<file path="src/rtl/shift_add_multiplier_if.sv">
// Handshake and data bundle for the shift-add multiplier.
// The requester drives start and the operands; the multiplier returns busy, done and product.
interface shift_add_multiplier_if #(
  parameter int WIDTH = 16
);
  logic                 start;
  logic [WIDTH-1:0]     multiplicand;
  logic [WIDTH-1:0]     multiplier;
  logic                 busy;
  logic                 done;
  logic [2*WIDTH-1:0]   product;

  modport master (
    output start, multiplicand, multiplier,
    input  busy, done, product
  );

  modport slave (
    input  start, multiplicand, multiplier,
    output busy, done, product
  );
endinterface

</file>
<file path="src/rtl/shift_add_multiplier.sv">
// Sequential unsigned multiplier using shift-and-add, one partial product per clock.
// The accumulator A carries one extra bit so an all-ones by all-ones product stays exact.
//
// state | meaning
// IDLE  | waiting for start
// RUN   | WIDTH add/shift steps in progress, busy high
// DONE  | one-cycle done pulse; a start here begins the next operation back-to-back
module shift_add_multiplier #(
  parameter int WIDTH = 16
) (
  input  logic                    clk,
  input  logic                    rst,
  shift_add_multiplier_if.slave   bus
);
  localparam int CW = $clog2(WIDTH + 1);

  typedef enum logic [1:0] {IDLE, RUN, DONE} state_t;

  state_t           state;
  logic [WIDTH-1:0] m_reg;
  logic [WIDTH:0]   a_reg;
  logic [WIDTH-1:0] q_reg;
  logic [CW-1:0]    cnt;

  logic [WIDTH:0]   sum;
  logic [WIDTH:0]   a_next;
  logic [WIDTH-1:0] q_next;

  // One add/shift step: conditionally add M, then shift {S, Q} right with zero fill.
  always_comb begin
    sum    = a_reg + (q_reg[0] ? {1'b0, m_reg} : {(WIDTH+1){1'b0}});
    a_next = {1'b0, sum[WIDTH:1]};
    q_next = {sum[0], q_reg[WIDTH-1:1]};
  end

  // Control FSM and datapath registers; outputs are registered alongside the state.
  always_ff @(posedge clk or negedge rst) begin
    if (!rst) begin
      state       <= IDLE;
      m_reg       <= '0;
      a_reg       <= '0;
      q_reg       <= '0;
      cnt         <= '0;
      bus.busy    <= 1'b0;
      bus.done    <= 1'b0;
      bus.product <= '0;
    end else begin
      case (state)
        IDLE, DONE: begin
          bus.done <= 1'b0;
          if (bus.start) begin
            m_reg    <= bus.multiplicand;
            q_reg    <= bus.multiplier;
            a_reg    <= '0;
            cnt      <= CW'(WIDTH);
            bus.busy <= 1'b1;
            state    <= RUN;
          end else begin
            state <= IDLE;
          end
        end
        RUN: begin
          a_reg <= a_next;
          q_reg <= q_next;
          cnt   <= cnt - CW'(1);
          // Last step: publish the freshly shifted result so it is valid with done.
          if (cnt == CW'(1)) begin
            bus.product <= {a_next[WIDTH-1:0], q_next};
            bus.busy    <= 1'b0;
            bus.done    <= 1'b1;
            state       <= DONE;
          end
        end
        default: begin
          bus.busy <= 1'b0;
          bus.done <= 1'b0;
          state    <= IDLE;
        end
      endcase
    end
  end
endmodule

</file>
<file path="src/flat_wrapper.sv">
// flat-port wrapper written by rule: the top's interface ports become plain ports
module shift_add_multiplier_flat 
#(
  parameter int WIDTH = 16
)
  (clk, rst, bus_start, bus_multiplicand, bus_multiplier, bus_busy, bus_done, bus_product);
  shift_add_multiplier_if #(.WIDTH(WIDTH)) bus_i ();
  input  logic clk;
  input  logic rst;
  input wire logic [$bits(bus_i.start)-1:0] bus_start;
  input wire logic [$bits(bus_i.multiplicand)-1:0] bus_multiplicand;
  input wire logic [$bits(bus_i.multiplier)-1:0] bus_multiplier;
  output wire logic [$bits(bus_i.busy)-1:0] bus_busy;
  output wire logic [$bits(bus_i.done)-1:0] bus_done;
  output wire logic [$bits(bus_i.product)-1:0] bus_product;
  assign bus_i.start = bus_start;
  assign bus_i.multiplicand = bus_multiplicand;
  assign bus_i.multiplier = bus_multiplier;
  assign bus_busy = bus_i.busy;
  assign bus_done = bus_i.done;
  assign bus_product = bus_i.product;
  shift_add_multiplier #(.WIDTH(WIDTH)) u_core (.clk(clk), .rst(rst), .bus(bus_i));
endmodule
</file>
<file path="config.mk">
export PLATFORM = sky130hd
export DESIGN_NAME = shift_add_multiplier_flat
export DESIGN_NICKNAME = d
export VERILOG_FILES = /design/src/rtl/shift_add_multiplier_if.sv /design/src/rtl/shift_add_multiplier.sv /design/src/flat_wrapper.sv
export SDC_FILE = /design/constraint.sdc
export NUM_CORES = 1
export LEC_CHECK = 0
export CAP_MARGIN = 20
export CORE_ASPECT_RATIO = 1.5
export CORE_MARGIN = 5
export CORE_UTILIZATION = 50
export CTS_BUF_LIST = sky130_fd_sc_hd__clkbuf_8
export CTS_CLUSTER_DIAMETER = 30
export DETAILED_ROUTE_END_ITERATION = 16
export PLACE_DENSITY_LB_ADDON = 0.3
export SYNTH_ARGS = -nofsm -noshare
export SYNTH_HDL_FRONTEND = slang
export SYNTH_SLANG_ARGS = --single-unit
</file>
<file path="constraint.sdc">
create_clock -name clk -period 2.85 [get_ports clk]
set_input_delay 0.285 -clock clk [delete_from_list [all_inputs] [get_ports clk]]
set_output_delay 0.285 -clock clk [all_outputs]
set_load 0.005 [all_outputs]
</file>
==> impl_metrics.env <==
export IMPL_period_minus_slack_ns=2.674
export IMPL_fill_cells=742
export IMPL_cts_max_level=3
export IMPL_synth_area_per_cell_sq_um=9.277
export IMPL_top_register="u_core.bus.product"
export IMPL_yosysTopAreaCell="dfrtp_1"
export IMPL_leakage_nw=2.615
export IMPL_async_reset_ff_share_pct=100.0
export IMPL_clkTransAtPathRegs_ns=0.09
export IMPL_powerDensity_nw_per_um2=1120
export IMPL_startpoint_type="flop"
export IMPL_cell_internal_pwr_mw=3.768
export IMPL_antenna_cells=0
export IMPL_cts_resized=0
export IMPL_die_x_microns=87.06
export IMPL_criticalPathCategory="reg -> reg"
export IMPL_grt_overflow_total=0
export IMPL_clkLatencyLatePin_ns=0.36
export IMPL_ys_ff_latch=88
export IMPL_hold_viol=0
export IMPL_ir_drop_v=0.0005613
export IMPL_grt_pass1_wl_mm=18.29
export IMPL_largest_reg_flops=32
export IMPL_via_count=3692
export IMPL_cts_buffers=9
export IMPL_layout_nets=601
export IMPL_clkSinkCount=88
export IMPL_rsz0062_at_grt="false"
export IMPL_ioPinCount=69
export IMPL_drt_wl_total_mm=10.67
export IMPL_synthTopCellsByArea="dfrtp_1 49%, nand2_1 12%, ha_1 5.1%, and2_1 2.8%, a22oi_1 2.7%"
export IMPL_placed_area_sq_um=5271
export IMPL_drt_iter0_drc=230
export IMPL_required_ns=3.10
export IMPL_grt_start_max_net_pins=89
export IMPL_layout_setup_ws_ns=0.1758
export IMPL_maxCapViolations=0
export IMPL_crit_arrival_ns=2.92
export IMPL_syn_num_nets=534
export IMPL_viasPerCell=5.577
export IMPL_core_sq_um=8776
export IMPL_dp_cells=644
export IMPL_skew_ns=0.01196
export IMPL_wire_per_inst_microns=16.12
export IMPL_tritoncts="built"
export IMPL_fin_crit_sh_pct=93.83
export IMPL_final_area_sq_um=5522
export IMPL_tns_ns=0
export IMPL_cp_startpoint="u_core.q_reg[0]"
export IMPL_routabilityCongestion=0.8741
export IMPL_die_y_microns=125.6
export IMPL_die_area_sq_um=10930
export IMPL_switchingPower_mw=2.416
export IMPL_clock_power_share_pct=15.0
export IMPL_rr_startpoint="u_core.q_reg[0]"
export IMPL_dr_pass1_iters=5
export IMPL_port_buffers=68
export IMPL_hpwl_mm=7.628
export IMPL_drv_slew=0
export IMPL_layout_area_overhead_vs_synth_pct=24.00
export IMPL_netlist_top_cells_count="147 x nand2_1, 88 x dfrtp_1, 21 x clkbuf_1"
export IMPL_syn_area_sq_um=4453
export IMPL_drive_gt1_share_pct=8.333
export IMPL_cp_max_fo=15
export IMPL_ys_types=55
export IMPL_seqPwrFrac_pct=36.0
export IMPL_antenna_found_initial=0
export IMPL_cts_root_buf="clkbuf_8"
export IMPL_max_stage_delay_ns=0.45
export IMPL_synth_ff_type="dfrtp_1"
export IMPL_cpLargestDelayFamily="compound AO/OA/AOI/OAI gates"
export IMPL_ys_seq_area_share_pct=49.45
export IMPL_path_buf_inv=1
export IMPL_final_antenna_net_count=0
export IMPL_yosysWarnings=0
export IMPL_p_sw_share_pct=39.06
export IMPL_power_frac_comb_pct=49.0
export IMPL_min_path_type="in -> async"
export IMPL_clockBufferDepth=2
export IMPL_crit_slowest_cell="ha_1"
export IMPL_yosysMostFrequentCell="nand2_1"
export IMPL_worst_slew_pin_slew_ns=0.9261
export IMPL_grt_pass1_vias=3834
export IMPL_dp_slack_ns=0.2410
export IMPL_syn_inst=480
export IMPL_drc=0
export IMPL_slew_headroom_pct=38.19
export IMPL_worst_setup_path_end_kind="flop"
export IMPL_initial_utilization_pct=50.74
export IMPL_status="finished clean"
export IMPL_synth_edf_count=0
export IMPL_grt_use_total_pct=21.05
export IMPL_setup_viol=0
export IMPL_timing_fmax_mhz=373.9
export IMPL_cp_cell_sequence="buf_4, and2_1, ha_1, a21oi_1, a21boi_0, a311oi_1, nand3_1, a32o_1"
export IMPL_synth_top_cell_area_share_pct=49.45
export IMPL_instances_no_fill=662
export IMPL_rows=42
==> worst reg2reg max path: stages, from the launching register on <==
cell and delay, ns:
dfrtp_1 0.42, buf_4 0.20, and2_1 0.16, ha_1 0.45
a21oi_1 0.38, a21boi_0 0.16, a311oi_1 0.36, nand3_1 0.16
a32o_1 0.28
==> power by group through the flow <==
stage               logic (mW)  clock network, mW  registers (mW)
floorplan                 1.99                  0            2.16
global placement          2.94                  0            2.24
detailed placement        3.03                  0            2.24
CTS                       3.05              0.949            2.23
global route              3.39              0.993            2.31
finish                    3.03              0.929            2.22
==> stage by stage <==
stage          total power [mW]  hold slack, ns  utilization, %
2_1_floorplan             4.148        -0.01059               -
3_3_place_gp              5.173          0.4560           60.07
3_5_place_dp              5.274          0.4620           60.07
4_1_cts                   6.225          0.1593           62.49
5_1_grt                   6.691          0.4251           62.92
6_report                  6.184          0.3994           62.92
==> final cells by class <==
class / instances / area, sq um / share of cell area (%)
clock buffers: 9 / 123.9 / 2.243
clock inverters: 7 / 88.84 / 1.609
inverters: 7 / 26.28 / 0.4759
multi-input cells: 359 / 2125 / 38.48
flip-flops and latches: 88 / 2202 / 39.88
well taps: 110 / 137.6 / 2.493
repair buffers: 82 / 818.3 / 14.82
==> layout by cell type (no fill, tap or decap), types with 3 or more instances in the layout <==
master,count
nand2_1,147
dfrtp_1,88
clkdlybuf4s50_1,67
and2_1,20
o21ai_0,18
ha_1,18
a22oi_1,16
a21oi_1,15
nand3_1,12
buf_4,12
nor2_1,11
a22o_1,9
clkbuf_8,9
inv_1,8
nor3_1,8
nand4_1,7
mux2_2,7
a21o_1,6
or3_1,5
and3_1,4
xnor2_1,4
a31o_2,3
mux2i_1,3
o311ai_0,3
a31oi_1,3
a32o_1,3
xor2_1,3
==> kinds of logic (layout without fill, tap and decap cells) <==
| logic type | count (synthesis) | in the layout | synth area share, % |
|---|---|---|---|
| xor gates and xnor gates | 7 | 7 | 1.377 |
| buffers and inverters | 33 | 105 | 3.006 |
| AOI/OAI and AO/OA | 92 | 92 | 14.56 |
| DFF | 88 | 88 | 49.45 |
| muxes | 10 | 10 | 2.445 |
| and+or+nand+nor | 231 | 231 | 23.66 |
| adders and majority gates | 19 | 19 | 5.507 |
==> layer usage <==
layer,GRT usage [%],wire length [microns],vias to the layer above
met3,3.950,446,19
met1,26.01,4375,1776
li1,-,-,1801
met5,0,0,-
met2,35.26,5592,96
met4,9.174,259,0
==> final timing paths <==
kind	endpoint	slack (ns)	cells past startpoint
setup / recovery	u_core.a_reg[14]	0.18	8
hold / removal	u_core.bus.product[20]	0.40	2
setup reg to reg	u_core.a_reg[14]	0.18	8
hold reg to reg	u_core.bus.product[9]	0.48	2
max in group asynchronous	u_core.q_reg[5]	1.85	3
min in group clk	u_core.m_reg[3]	0.45	3
==> what timing repair did <==
item                                   in CTS  in global routing
hold buffers                                0                  1
endpoints found under the hold margin       0                 32
setup buffers                               0                  0
(Power assumes the default switching activity.)
